[src/rtl/uart_pkg.sv]
// ============================================================================
//  Module  : uart_pkg
//  Brief   : Shared types and helpers for the UART transmit controller.
//  Revision: 1.0  initial release
// ============================================================================
`default_nettype none

package uart_pkg;

  // Transmit frame sequencer states.
  typedef enum logic [2:0] {
    IDLE   = 3'd0,
    START  = 3'd1,
    DATA   = 3'd2,
    PARITY = 3'd3,
    STOP   = 3'd4
  } tx_state_e;

  // frame_pos is four bits wide; the longest legal frame is 1+8+1+2 = 12.
  localparam int unsigned POS_W = 4;

  // Widest data field the parity helper has to cover.
  localparam int unsigned MAX_DATA_BITS = 8;

  // Number of bit periods in one frame: start + data + parity + stop(s).
  function automatic int unsigned frame_len(input int unsigned data_bits,
                                            input int unsigned parity_en,
                                            input int unsigned stop_bits);
    return 1 + data_bits + parity_en + stop_bits;
  endfunction

  // Longest frame any legal parameter set can produce.
  localparam int unsigned FRAME_LEN_MAX = frame_len(8, 1, 2);

  // Parity of a zero-extended data word. Zero padding does not change the
  // XOR reduction, so narrower data fields can share this helper.
  function automatic logic parity_bit(input logic [MAX_DATA_BITS-1:0] data,
                                      input logic                     odd);
    return (^data) ^ odd;
  endfunction

endpackage

`default_nettype wire

[src/rtl/uart_tx_ctrl_if.sv]
// ============================================================================
//  Module  : uart_tx_ctrl_if
//  Brief   : Host byte handshake plus serial/status outputs of the UART TX
//            controller. The host is the master, the controller the slave.
//  Revision: 1.0  initial release
// ============================================================================
`default_nettype none

interface uart_tx_ctrl_if #(
  parameter int DATA_BITS = 8
) ();

  logic [DATA_BITS-1:0] tx_data;
  logic                 tx_valid;
  logic                 tx_ready;
  logic                 tx_serial;
  logic [3:0]           frame_pos;
  logic                 tx_busy;
  logic                 tx_done;

  // Host side: offers bytes and observes line/status.
  modport master (
    output tx_data,
    output tx_valid,
    input  tx_ready,
    input  tx_serial,
    input  frame_pos,
    input  tx_busy,
    input  tx_done
  );

  // Controller side.
  modport slave (
    input  tx_data,
    input  tx_valid,
    output tx_ready,
    output tx_serial,
    output frame_pos,
    output tx_busy,
    output tx_done
  );

endinterface

`default_nettype wire

[src/rtl/uart_baud_gen.sv]
// ============================================================================
//  Module  : uart_baud_gen
//  Brief   : Bit-period divider. Counts 0..BAUD_DIV-1 while not cleared and
//            pulses o_tick on the last count of every bit period.
//  Revision: 1.0  initial release
// ============================================================================
`default_nettype none

module uart_baud_gen #(
  parameter int BAUD_DIV = 434
) (
  input  wire logic clk,
  input  wire logic reset,
  input  wire logic i_clear,
  output logic      o_tick
);

  localparam int              CNT_W  = (BAUD_DIV > 1) ? $clog2(BAUD_DIV) : 1;
  localparam logic [CNT_W-1:0] C_LAST = CNT_W'(BAUD_DIV - 1);

  logic [CNT_W-1:0] r_count;

  // Clear dominates so the first bit after leaving IDLE starts at count 0.
  assign o_tick = ~i_clear && (r_count == C_LAST);

  // Divider counter: held at zero while cleared, wraps to zero on tick.
  always_ff @(posedge clk) begin
    if (reset || i_clear || o_tick) begin
      r_count <= '0;
    end else begin
      r_count <= r_count + 1'b1;
    end
  end

endmodule

`default_nettype wire

[src/rtl/uart_tx_ctrl.sv]
// ============================================================================
//  Module  : uart_tx_ctrl
//  Brief   : UART transmit frame sequencer. Accepts one byte per valid/ready
//            handshake and serialises start, data (LSB first), optional
//            parity and stop bits onto an idle-high line.
//  Revision: 1.0  initial release
// ============================================================================
`default_nettype none

module uart_tx_ctrl
  import uart_pkg::*;
#(
  parameter int BAUD_DIV   = 434,
  parameter int DATA_BITS  = 8,
  parameter int PARITY_EN  = 1,
  parameter int PARITY_ODD = 0,
  parameter int STOP_BITS  = 1
) (
  input  wire logic     clk,
  input  wire logic     reset,
  uart_tx_ctrl_if.slave bus
);

  localparam int unsigned     FRAME_LEN       = frame_len(DATA_BITS, PARITY_EN, STOP_BITS);
  localparam logic [POS_W-1:0] C_LAST_DATA_POS = POS_W'(DATA_BITS + 1);
  localparam logic [POS_W-1:0] C_LAST_POS      = POS_W'(FRAME_LEN);
  localparam logic             C_ODD           = (PARITY_ODD != 0);
  localparam logic             C_HAS_PARITY    = (PARITY_EN != 0);

  tx_state_e            r_state;
  logic [DATA_BITS-1:0] r_shreg;
  logic                 r_parity;
  logic                 r_serial;
  logic [POS_W-1:0]     r_pos;
  logic                 r_done;

  tx_state_e            w_state_nxt;
  logic [DATA_BITS-1:0] w_shreg_nxt;
  logic                 w_parity_nxt;
  logic                 w_serial_nxt;
  logic [POS_W-1:0]     w_pos_nxt;
  logic                 w_done_nxt;

  logic                 w_idle;
  logic                 w_tick;
  logic                 w_ready;
  logic                 w_accept;

  assign w_idle   = (r_state == IDLE);
  assign w_ready  = w_idle && !reset;
  assign w_accept = bus.tx_valid && w_ready;

  // One divider for the whole frame; holding it clear in IDLE aligns every
  // frame's first bit to a fresh count, so there is no inter-frame phase slip.
  uart_baud_gen #(
    .BAUD_DIV (BAUD_DIV)
  ) u_baud_gen (
    .clk     (clk),
    .reset   (reset),
    .i_clear (w_idle),
    .o_tick  (w_tick)
  );

  // Next-state and next-output logic; all bit transitions happen on a tick.
  always_comb begin
    w_state_nxt  = r_state;
    w_shreg_nxt  = r_shreg;
    w_parity_nxt = r_parity;
    w_serial_nxt = r_serial;
    w_pos_nxt    = r_pos;
    w_done_nxt   = 1'b0;

    case (r_state)
      IDLE: begin
        w_serial_nxt = 1'b1;
        w_pos_nxt    = '0;
        if (w_accept) begin
          w_state_nxt  = START;
          w_shreg_nxt  = bus.tx_data;
          w_parity_nxt = parity_bit(MAX_DATA_BITS'(bus.tx_data), C_ODD);
          w_serial_nxt = 1'b0;
          w_pos_nxt    = POS_W'(1);
        end
      end

      START: begin
        if (w_tick) begin
          w_state_nxt  = DATA;
          w_serial_nxt = r_shreg[0];
          w_shreg_nxt  = r_shreg >> 1;
          w_pos_nxt    = r_pos + 1'b1;
        end
      end

      DATA: begin
        if (w_tick) begin
          w_pos_nxt = r_pos + 1'b1;
          if (r_pos == C_LAST_DATA_POS) begin
            if (C_HAS_PARITY) begin
              w_state_nxt  = PARITY;
              w_serial_nxt = r_parity;
            end else begin
              w_state_nxt  = STOP;
              w_serial_nxt = 1'b1;
            end
          end else begin
            w_serial_nxt = r_shreg[0];
            w_shreg_nxt  = r_shreg >> 1;
          end
        end
      end

      PARITY: begin
        if (w_tick) begin
          w_state_nxt  = STOP;
          w_serial_nxt = 1'b1;
          w_pos_nxt    = r_pos + 1'b1;
        end
      end

      STOP: begin
        w_serial_nxt = 1'b1;
        if (w_tick) begin
          // frame_pos tells the stop bits apart, so two stop bits need no
          // extra state.
          if (r_pos == C_LAST_POS) begin
            w_state_nxt = IDLE;
            w_pos_nxt   = '0;
            w_done_nxt  = 1'b1;
          end else begin
            w_pos_nxt = r_pos + 1'b1;
          end
        end
      end

      default: begin
        w_state_nxt  = IDLE;
        w_serial_nxt = 1'b1;
        w_pos_nxt    = '0;
      end
    endcase
  end

  // State and datapath registers; reset returns the line high immediately.
  always_ff @(posedge clk) begin
    if (reset) begin
      r_state  <= IDLE;
      r_shreg  <= '0;
      r_parity <= 1'b0;
      r_serial <= 1'b1;
      r_pos    <= '0;
      r_done   <= 1'b0;
    end else begin
      r_state  <= w_state_nxt;
      r_shreg  <= w_shreg_nxt;
      r_parity <= w_parity_nxt;
      r_serial <= w_serial_nxt;
      r_pos    <= w_pos_nxt;
      r_done   <= w_done_nxt;
    end
  end

  assign bus.tx_ready  = w_ready;
  assign bus.tx_serial = r_serial;
  assign bus.frame_pos = r_pos;
  assign bus.tx_busy   = !w_idle;
  assign bus.tx_done   = r_done;

endmodule

`default_nettype wire

[src/flat_wrapper.sv]
// flat-port wrapper written by rule: the top's interface ports become plain ports
module uart_tx_ctrl_flat import uart_pkg::*;
#(
  parameter int BAUD_DIV   = 434,
  parameter int DATA_BITS  = 8,
  parameter int PARITY_EN  = 1,
  parameter int PARITY_ODD = 0,
  parameter int STOP_BITS  = 1
)
  (clk, reset, bus_tx_data, bus_tx_valid, bus_tx_ready, bus_tx_serial, bus_frame_pos, bus_tx_busy, bus_tx_done);
  uart_tx_ctrl_if #(.DATA_BITS(DATA_BITS)) bus_i ();
  input  wire logic clk;
  input  wire logic reset;
  input wire logic [$bits(bus_i.tx_data)-1:0] bus_tx_data;
  input wire logic [$bits(bus_i.tx_valid)-1:0] bus_tx_valid;
  output wire logic [$bits(bus_i.tx_ready)-1:0] bus_tx_ready;
  output wire logic [$bits(bus_i.tx_serial)-1:0] bus_tx_serial;
  output wire logic [$bits(bus_i.frame_pos)-1:0] bus_frame_pos;
  output wire logic [$bits(bus_i.tx_busy)-1:0] bus_tx_busy;
  output wire logic [$bits(bus_i.tx_done)-1:0] bus_tx_done;
  assign bus_i.tx_data = bus_tx_data;
  assign bus_i.tx_valid = bus_tx_valid;
  assign bus_tx_ready = bus_i.tx_ready;
  assign bus_tx_serial = bus_i.tx_serial;
  assign bus_frame_pos = bus_i.frame_pos;
  assign bus_tx_busy = bus_i.tx_busy;
  assign bus_tx_done = bus_i.tx_done;
  uart_tx_ctrl #(.BAUD_DIV(BAUD_DIV), .DATA_BITS(DATA_BITS), .PARITY_EN(PARITY_EN), .PARITY_ODD(PARITY_ODD), .STOP_BITS(STOP_BITS)) u_core (.clk(clk), .reset(reset), .bus(bus_i));
endmodule
[config.mk]
export PLATFORM = sky130hd
export DESIGN_NAME = uart_tx_ctrl_flat
export DESIGN_NICKNAME = d
export VERILOG_FILES = /design/src/rtl/uart_pkg.sv /design/src/rtl/uart_tx_ctrl_if.sv /design/src/rtl/uart_baud_gen.sv /design/src/rtl/uart_tx_ctrl.sv /design/src/flat_wrapper.sv
export SDC_FILE = /design/constraint.sdc
export NUM_CORES = 1
export LEC_CHECK = 0
export ABC_AREA = 1
export BUFFER_PORTS_ARGS = -buffer_cell sky130_fd_sc_hd__buf_4
export CAP_MARGIN = 20
export CORE_ASPECT_RATIO = 1.2
export CORE_MARGIN = 5
export CORE_UTILIZATION = 55
export CTS_BUF_LIST = sky130_fd_sc_hd__clkbuf_4
export DETAILED_ROUTE_END_ITERATION = 10
export PLACE_DENSITY = 0.75
export SETUP_SLACK_MARGIN = 0.5
export SYNTH_ARGS = -nofsm -noshare
export SYNTH_HDL_FRONTEND = slang
export SYNTH_SLANG_ARGS = --single-unit
[constraint.sdc]
create_clock -name clk -period 1.65 [get_ports clk]
set_clock_uncertainty 0.05 [all_clocks]
set_input_delay 0.33 -clock clk [delete_from_list [all_inputs] [get_ports clk]]
set_output_delay 0.33 -clock clk [all_outputs]
set_load 0.03 [all_outputs]
Yosys cells after proc, flatten, opt, wreduce, memory -nomap -nowiden
Index checks and enable logic that the tools add are counted.

Output and inout port bits: 8. Input bits: 11. Flip-flop bits (word level): 27. Logic and storage cells: 70.

Equality and inequality tests: 16. Reductions and logical operators: 17. $add $sub $neg: 2. Bitwise logic cells: 3. Muxes and demuxes: 25.

Operator list (number): $mux 8 (4); $pmux 8 s3 (1); $mux 3 (7); $pmux 3 s5 (1); $mux 4 (3); $pmux 4 s3 (1); $ne 2x2->1 const B (5); $add 9x1->9 const B (1); $eq 9x9->1 const B (1); $eq 4x4->1 const B (2); $ne 2x1->1 const B (4); $reduce_xor 8->1 (1); $mux 1 (7); $reduce_and 7->1 (1); $eq 3x2->1 const B (2); $reduce_or 3->1 (2); $reduce_and 5->1 (1); $add 4x1->4 const B (1); $pmux 1 s4 (1); $reduce_and 2->1 (2); $eq 3x1->1 const B (1); $eq 3x3->1 const B (1); $logic_and 1x1->1 (3); $logic_not 3->1 (1); 5 further kinds (9).

Longest topological paths before layout
Gate-level depths: netlist (run 1).

Depth after elaboration: 5. Mapped depth: 10. Depth with buffers taken out: 10.

Modules after synthesis
Synthesis (run 1) repeated with hierarchy kept, for this count alone.

Cell total of the unflattened synthesis: 263. Area, all modules: 1715.4 um^2.

By module, submodules not included: uart_tx_ctrl (cells an instance 197, sequential area each 360.3 um^2, area an instance 1270.0 um^2, instances 1); uart_baud_gen (cells an instance 66, sequential area each 180.2 um^2, area an instance 445.4 um^2, instances 1).

Worst setup path after synthesis (run 1)
No wires, ideal clock.

Path kind: reg-to-reg. From: register u_core.r_state[0]. To: register u_core.r_parity. Clock period less this slack: 1.689 ns. Arrival time: 1.531 ns. Library setup time: 0.109 ns. Buffers on the path: 0. Slack: -0.039 ns. Required time: 1.491 ns. Stages on the path, launching flop included: 9. Path through: dfxtp_1 -> nor2_2 -> nand2_4 -> nor2_1 -> nand2_1 -> inv_1 -> nand3_1 -> nand2_1 -> inv_1.

Longest elaborated chain between the ends: 4.

RTL lines: start, declared (line uart_tx_ctrl.sv:30) `tx_state_e r_state;`; start signal, assigned (line uart_tx_ctrl.sv:154) `r_state <= w_state_nxt;`; $logic_not 3->1 (line uart_tx_ctrl.sv:49) `assign w_idle = (r_state == IDLE);`; $logic_and 1x1->1 (line uart_tx_ctrl.sv:50) `assign w_ready = w_idle && !reset;`; named net bus_tx_ready (line flat_wrapper.sv:16) `output wire logic [$bits(bus_i.tx_ready)-1:0] bus_tx_ready;`; $logic_and 1x1->1 (line uart_tx_ctrl.sv:51) `assign w_accept = bus.tx_valid && w_ready;`; $reduce_and 2->1 (no line); end signal, assigned (line uart_tx_ctrl.sv:156) `r_parity <= w_parity_nxt;`; end, declared (line uart_tx_ctrl.sv:32) `logic r_parity;`.

The timed path passes the listed nets, and every way through them passes these cells. A chain may end at the register's enable or synchronous reset.

Worst setup path in the final report (run 1)
From: register u_core.r_state[1]. To: register u_core.r_shreg[0].

Longest elaborated chain between the ends: 5. Elaborated cells on any way between the ends: 14. Classes of those cells: eq/ne: 6; mux: 1; bitwise: 1; reduce/logical: 6.

RTL lines: $logic_not 3->1 (line uart_tx_ctrl.sv:49, uart_tx_ctrl.sv:73); $logic_and 1x1->1 or $not 1->1 (tied branches) (line uart_tx_ctrl.sv:50, uart_baud_gen.sv:24); $logic_and 1x1->1, on equally long branches (line uart_tx_ctrl.sv:51, uart_baud_gen.sv:24); $ne 2x1->1 (no line) or $ne 2x2->1 (tied branches); $reduce_and 5->1 (no line); end signal, assigned (line uart_tx_ctrl.sv:155) `r_shreg <= w_shreg_nxt;`; end, declared (line uart_tx_ctrl.sv:31) `logic [DATA_BITS-1:0] r_shreg;`.

Several ways; a longest one is shown, not always the timed one.

==> results.sh, run 1 <==
export IMPL_start_util_pct=56.2
export IMPL_overflow=0
export IMPL_clk_latency_ns=0.35
export IMPL_finalHoldViolCount=0
export IMPL_core_area_um2=3030
export IMPL_fin_crit_sh_pct=98.3
export IMPL_min_from="reset"
export IMPL_path_cells="nor2_4, nand2_8, buf_6, buf_12, nand3_4, buf_12, nand2_8, nand3_2, nand2_1, nor2_1"
export IMPL_ys_types=30
export IMPL_placed_cells=297
export IMPL_relSlewSlack_pct=84.3
export IMPL_nets=311
export IMPL_postSynth_asyncResetShare_pct=0
export IMPL_stdcell_count=331
export IMPL_drv_cap=0
export IMPL_rows=22
export IMPL_first_global_vias=1712
export IMPL_final_antenna_net_count=0
export IMPL_antenna_cells=0
export IMPL_die_area_um2=4310
export IMPL_setup_viol=0
export IMPL_power_w=0.00385
export IMPL_period_minus_slack_ns=1.62
export IMPL_synth_area_um2=1700
export IMPL_vias=1870
export IMPL_synthFlopType="dfxtp_1"
export IMPL_synth_cells=245
export IMPL_irDropWorstVdd_mv=1.24
export IMPL_antenna_found_initial=0
export IMPL_synth_edff_count=0
export IMPL_critPathRequiredTime_ns=1.89
export IMPL_cp_slowest_stage_delay_ns=0.39
export IMPL_cp_start_kind="flop"
export IMPL_powerDensity_nw_per_um2=1500
export IMPL_multiInputGateArea_um2=1360
export IMPL_area_delta_synth_final_pct=51.0
export IMPL_finalMaxSlewViolations=0
export IMPL_clockPowerShare_pct=8.3
export IMPL_grtUsageTotal_pct=22.1
export IMPL_yosys_top_cells_area="dfxtp_1, nand2_1, nand3_1"
export IMPL_routed_wl_um=5310
export IMPL_htree_levels=1
export IMPL_crit_path_top_delay_cell="dfxtp_4"
export IMPL_wire_per_inst_um=16.1
export IMPL_drt_initial_drc_count=93
export IMPL_leakage_nw=1.11
export IMPL_routabilityCongestion=0.777
export IMPL_min_path_cells=2
export IMPL_layout_drive_gt1_share_pct=51.2
export IMPL_die_h_um=70.9
export IMPL_p_seq_share_pct=24.8
export IMPL_cts_root_buf="clkbuf_4"
export IMPL_fmax_mhz=617
export IMPL_p_comb_share_pct=66.9
export IMPL_top_level_ports=19
export IMPL_cts_buffer_depth=2
export IMPL_hold_buffers=0
export IMPL_worst_setup_path_type="flop to flop"
export IMPL_hold_path_class="input pin to flop"
export IMPL_die_width_um=60.8
export IMPL_syn_num_nets=260
export IMPL_grt_pass1_wl_um=7490
export IMPL_netlist_area_leader_share_pct=31.8
export IMPL_r2r_start="u_core.r_state[1]$_SDFFE_PP0P_"
export IMPL_cp_end_kind="flop"
export IMPL_path_max_fanout=8
export IMPL_yosysSeqAreaShare_pct=31.8
export IMPL_yosys_area_top_type="dfxtp_1"
export IMPL_p_switching_w=0.00182
export IMPL_cts_sinks=27
export IMPL_ys_ff_latch=27
export IMPL_fillCellCount=164
export IMPL_p_sw_share_pct=47.4
export IMPL_grt_max_degree=15
export IMPL_viasPerCell=5.65
export IMPL_register_area_um2=574
export IMPL_status="completed"
export IMPL_crit_arrival_ns=1.87
export IMPL_grt_setup_unrepaired="true"
export IMPL_worstMarginPinSlew_ns=0.235
export IMPL_cts_clk_slew_worst_paths_ns=0.15
export IMPL_cts_tree="yes"
export IMPL_firstDrtPassIters=4
export IMPL_reg2reg_depth=10
export IMPL_p_int_w=0.00202
export IMPL_crit_start="u_core.r_state[1]$_SDFFE_PP0P_"
export IMPL_yosys_warnings=0
export IMPL_drcViolationCount=0
export IMPL_numCtsBuffers=3
export IMPL_dp_hpwl_um=2510
export IMPL_io_buffers=18
export IMPL_synth_area_per_cell_um2=6.95
==> worst max-delay path, delay by kind of cell (launching register included) <==
kind | cells | cell delay (ns)
buf+inv | 3 | 0.40
flops | 1 | 0.39
simple gates | 7 | 0.73
==> placed cells by master (no fill, tap or decap), types with 2 or more instances in the layout <==
cell type  count
a21oi_4        2
nor2_2        12
inv_2          5
nor2_1        13
nand2_2       13
xor2_1         7
clkbuf_4       4
buf_4         33
buf_6         12
dfxtp_1       16
nand2_8        4
nor2_4         7
nand2_1       60
buf_12         3
inv_4          2
nand3b_1       2
dfxtp_4        8
ha_4           4
inv_1         19
nand3_4        5
nand2_4        3
dfxtp_2        3
xnor2_1        5
a21oi_2       14
nand3_2        9
nand3_1       19
==> per-layer routing <==
metal  routed length (um)  global-route usage (%)  up-vias
met5                    0                       0        -
met4                  245                    8.92        0
met3                  290                    2.37       25
met2                 2760                    38.2       68
met1                 2020                    27.0      896
li1                     -                       -      881
==> cells by family (layout without fill, tap and decap cells) <==
group | count (synthesis) | after routing | share of synthesized area [%]
and+or+nand+nor | 150 | 152 | 42.0
buffers and inverters | 32 | 80 | 8.60
xor gates and xnor gates | 12 | 12 | 6.18
DFF | 27 | 27 | 31.8
adders and majority gates | 4 | 4 | 2.94
AOI/OAI and AO/OA | 20 | 20 | 8.53
==> power by group through the flow <==
stage	clock [W]	sequential, W	combinational (W)
after global placement	0	0.000956	0.00155
final	0.000321	0.000955	0.00257
after floorplan	0	0.000970	0.00132
after CTS	0.000320	0.000935	0.00215
after detailed placement	0	0.000960	0.00156
after global routing	0.000357	0.000973	0.00276
==> synth_stat cells (2+ instances only) <==
| master | instances |
|---|---|
| o21ai_0 | 2 |
| nand2_1 | 73 |
| ha_1 | 4 |
| inv_1 | 24 |
| nor2_1 | 24 |
| inv_2 | 3 |
| a21oi_2 | 8 |
| xnor2_1 | 5 |
| nor3_1 | 2 |
| xor2_1 | 7 |
| nand3_1 | 27 |
| nand3_2 | 4 |
| nand2_4 | 4 |
| nor2_2 | 7 |
| nand2_2 | 2 |
| nand3b_1 | 2 |
| a21oi_1 | 8 |
| dfxtp_1 | 27 |
==> worst paths after layout <==
| check | to | slack [ns] |
|---|---|---|
| min reg2reg | u_core.u_baud_gen.r_count[0]$_SDFF_PP0_ | 0.43 |
| max reg2reg | u_core.r_shreg[0]$_SDFFE_PP0P_ | 0.03 |
| min | u_core.bus.frame_pos[3]$_SDFFE_PP0P_ | 0.17 |
| max | u_core.r_shreg[0]$_SDFFE_PP0P_ | 0.03 |
==> layout make-up <==
| type | instances | area share [%] |
|---|---|---|
| flip-flops and latches | 27 | 22.3 |
| repair buffers | 48 | 17.2 |
| inverters | 28 | 4.53 |
| well taps | 36 | 1.75 |
| multi-input cells | 188 | 53.0 |
| clock buffers | 4 | 1.17 |
==> what timing repair did <==
action,CTS,global route
pin swaps,17,14
gates resized for setup,37,44
buffers inserted,21,7
endpoints found under the setup margin,35,35
gates cloned,2,0
==> state kept, by name, indices dropped and copies added (netlist names) <==
name,cells
u_core.r_state,3
u_core.bus.tx_done,1
u_core.bus.tx_serial,1
u_core.u_baud_gen.r_count,9
u_core.bus.frame_pos,4
u_core.r_parity,1
u_core.r_shreg,8
==> per-stage QoR <==
step	worst slack, ns	util (%)	hold slack [ns]	setup TNS [ns]	cell area (um^2)
final	0.0283	84.9	0.173	0	2570
after detailed placement	0.0891	64.9	0.426	0	1960
after global placement	0.130	64.9	0.418	0	1960
after floorplan	0.255	-	0.408	0	1810
after global routing	-0.0136	84.9	0.164	-0.0198	2570
after CTS	0.0705	78.0	0.162	0	2360
No activity file was read; power rests on OpenSTA's default activity.
==> run 2, diff against run 1 <==
Settings changed: PLACE_DENSITY 0.75 to 0.82.
==> run 2 against run 1 <==
The flow now finishes with violations (negative setup slack). Final area is 2.7% lower. Clock-buffer cell count decreased by 1. Clock power down 5%. Final cell count fell by 1.2%. Largest cell class unchanged. Largest power group unchanged.
==> results.sh, run 2 (synthesized netlist as in run 1, its figures left out) <==
export IMPL_die_h_um=70.9
export IMPL_drt_initial_drc_count=121
export IMPL_cts_buffer_depth=2
export IMPL_critical_path_top_delay_family="simple AND/OR/NAND/NOR gates"
export IMPL_viasPerCell=5.65
export IMPL_top_level_ports=19
export IMPL_worstMarginPinSlew_ns=0.279
export IMPL_grt_pass1_wl_um=7340
export IMPL_largest_reg_flops=9
export IMPL_period_minus_slack_ns=1.65
export IMPL_grt_max_degree=16
export IMPL_antenna_cells=0
export IMPL_layout_commonest_cell="nand2_1"
export IMPL_power_w=0.00375
export IMPL_grt_setup_unrepaired="true"
export IMPL_cp_start_kind="flop"
export IMPL_layout_drive_gt1_share_pct=47.1
export IMPL_largest_register="u_core.u_baud_gen.r_count"
export IMPL_hold_path_class="input pin to flop"
export IMPL_overflow=0
export IMPL_cp_slowest_stage_delay_ns=0.39
export IMPL_wire_per_inst_um=15.9
export IMPL_fmax_mhz=605
export IMPL_worst_slack_ns=-0.00311
export IMPL_drv_cap=0
export IMPL_powerDensity_nw_per_um2=1500
export IMPL_hold_buffers=0
export IMPL_crit_arrival_ns=1.89
export IMPL_p_sw_share_pct=48.4
export IMPL_violations="negative setup slack"
export IMPL_irDropWorstVdd_mv=1.21
export IMPL_setup_viol=1
export IMPL_path_max_fanout=8
export IMPL_p_seq_share_pct=25.4
export IMPL_p_switching_w=0.00182
export IMPL_most_common_layout_cells="nand2_1, buf_4, inv_1, nand3_1, nor2_1"
export IMPL_cts_root_buf="clkbuf_4"
export IMPL_start_util_pct=56.2
export IMPL_status="complete, but fails checks"
export IMPL_drcViolationCount=0
export IMPL_rows=22
export IMPL_finalHoldViolCount=0
export IMPL_p_comb_share_pct=66.4
export IMPL_dp_hpwl_um=2500
export IMPL_firstDrtPassIters=4
export IMPL_crit_path_top_delay_cell="dfxtp_4"
export IMPL_clockPowerShare_pct=8.1
export IMPL_critPathRequiredTime_ns=1.88
export IMPL_die_width_um=60.8
export IMPL_fin_setup_tns_ns=-0.00311
export IMPL_antenna_found_initial=0
export IMPL_die_area_um2=4310
export IMPL_first_global_vias=1657
export IMPL_vias=1848
export IMPL_crit_top_cell="buf_6"
export IMPL_grtUsageTotal_pct=22.2
export IMPL_cp_end_kind="flop"
export IMPL_leakage_nw=1.09
export IMPL_cts_clk_slew_worst_paths_ns=0.16
export IMPL_htree_levels=1
export IMPL_p_int_w=0.00194
export IMPL_path_cells="nor2_4, nand2_8, buf_6, buf_6, nand3_4, buf_6, nand2_8, nand3_1, nand2_1, nor2_1"
export IMPL_finalMaxSlewViolations=0
export IMPL_clk_latency_ns=0.34
export IMPL_io_buffers=18
export IMPL_worst_path_buf_inv=3
export IMPL_cts_tree="yes"
export IMPL_numCtsBuffers=3
export IMPL_routed_wl_um=5190
export IMPL_worst_setup_path_type="flop to flop"
export IMPL_routabilityCongestion=0.852
export IMPL_relSlewSlack_pct=81.3
export IMPL_fin_crit_sh_pct=100
export IMPL_nets=307
export IMPL_final_antenna_net_count=0
export IMPL_cts_sinks=27
export IMPL_area_delta_synth_final_pct=46.9
export IMPL_core_area_um2=3030
[run 2: metrics by stage]
step,std cells,hold slack (ns),util [%],instance area (um^2),setup WS [ns]
6_report,327,0.178,82.6,2500,-0.00311
5_1_grt,327,0.171,82.6,2500,-0.0636
4_1_cts,319,0.165,75.4,2280,0.0823
3_5_place_dp,296,0.429,64.6,1960,0.0872
3_3_place_gp,296,0.419,64.6,1960,0.139
2_1_floorplan,245,0.408,-,1810,0.255
[run 2: repair_timing]
action,in CTS,in global routing
hold endpoints to repair,0,0
gates resized for setup,30,41
pin swaps,18,21
cloned,1,1
endpoints found under the setup margin,35,35
buffers inserted,18,7
[run 2: worst register-to-register path, cell delays in order (launching register included)]
cell     delay, ns
dfxtp_4       0.39
nor2_4        0.20
nand2_8       0.08
buf_6         0.13
buf_6         0.11
nand3_4       0.13
buf_6         0.14
nand2_8       0.08
nand3_1       0.12
nand2_1       0.07
nor2_1        0.10
[run 2: path summary, 6_finish.rpt]
kind / startpoint / end / slack (ns) / depth (start not counted)
max: u_core.r_state[1]$_SDFFE_PP0P_ / u_core.r_shreg[3]$_SDFFE_PP0P_ / -0.003 / 10
min: reset / u_core.bus.frame_pos[0]$_SDFFE_PP0P_ / 0.18 / 2
min reg2reg: u_core.u_baud_gen.r_count[0]$_SDFF_PP0_ / u_core.u_baud_gen.r_count[0]$_SDFF_PP0_ / 0.43 / 1
max reg2reg: u_core.r_state[1]$_SDFFE_PP0P_ / u_core.r_shreg[3]$_SDFFE_PP0P_ / -0.003 / 10
[run 2: power groups by stage]
stage | Sequential [W] | Combinational, W | Clock [W]
global route | 0.000967 | 0.00269 | 0.000335
finish | 0.000955 | 0.00249 | 0.000305
floorplan | 0.000970 | 0.00132 | 0
global placement | 0.000958 | 0.00152 | 0
CTS | 0.000937 | 0.00202 | 0.000298
detailed placement | 0.000962 | 0.00154 | 0
[run 2: layout make-up]
type | instances | area [um^2]
Tap cell | 36 | 45.0
Clock buffer | 3 | 22.5
Sequential cell | 27 | 577
Clock inverter | 1 | 5.00
Multi-Input combinational cell | 188 | 1320
Fill cell | 163 | 528
Timing Repair Buffer | 44 | 413
Inverter | 28 | 116
[run 2: routing by layer]
| metal | global-route usage (%) | part of all wire, % | up-vias |
|---|---|---|---|
| li1 | - | - | 879 |
| met5 | 0 | 0 | - |
| met3 | 3.47 | 5.4 | 32 |
| met1 | 23.6 | 37 | 853 |
| met2 | 40.2 | 52 | 84 |
| met4 | 11.8 | 5.5 | 0 |
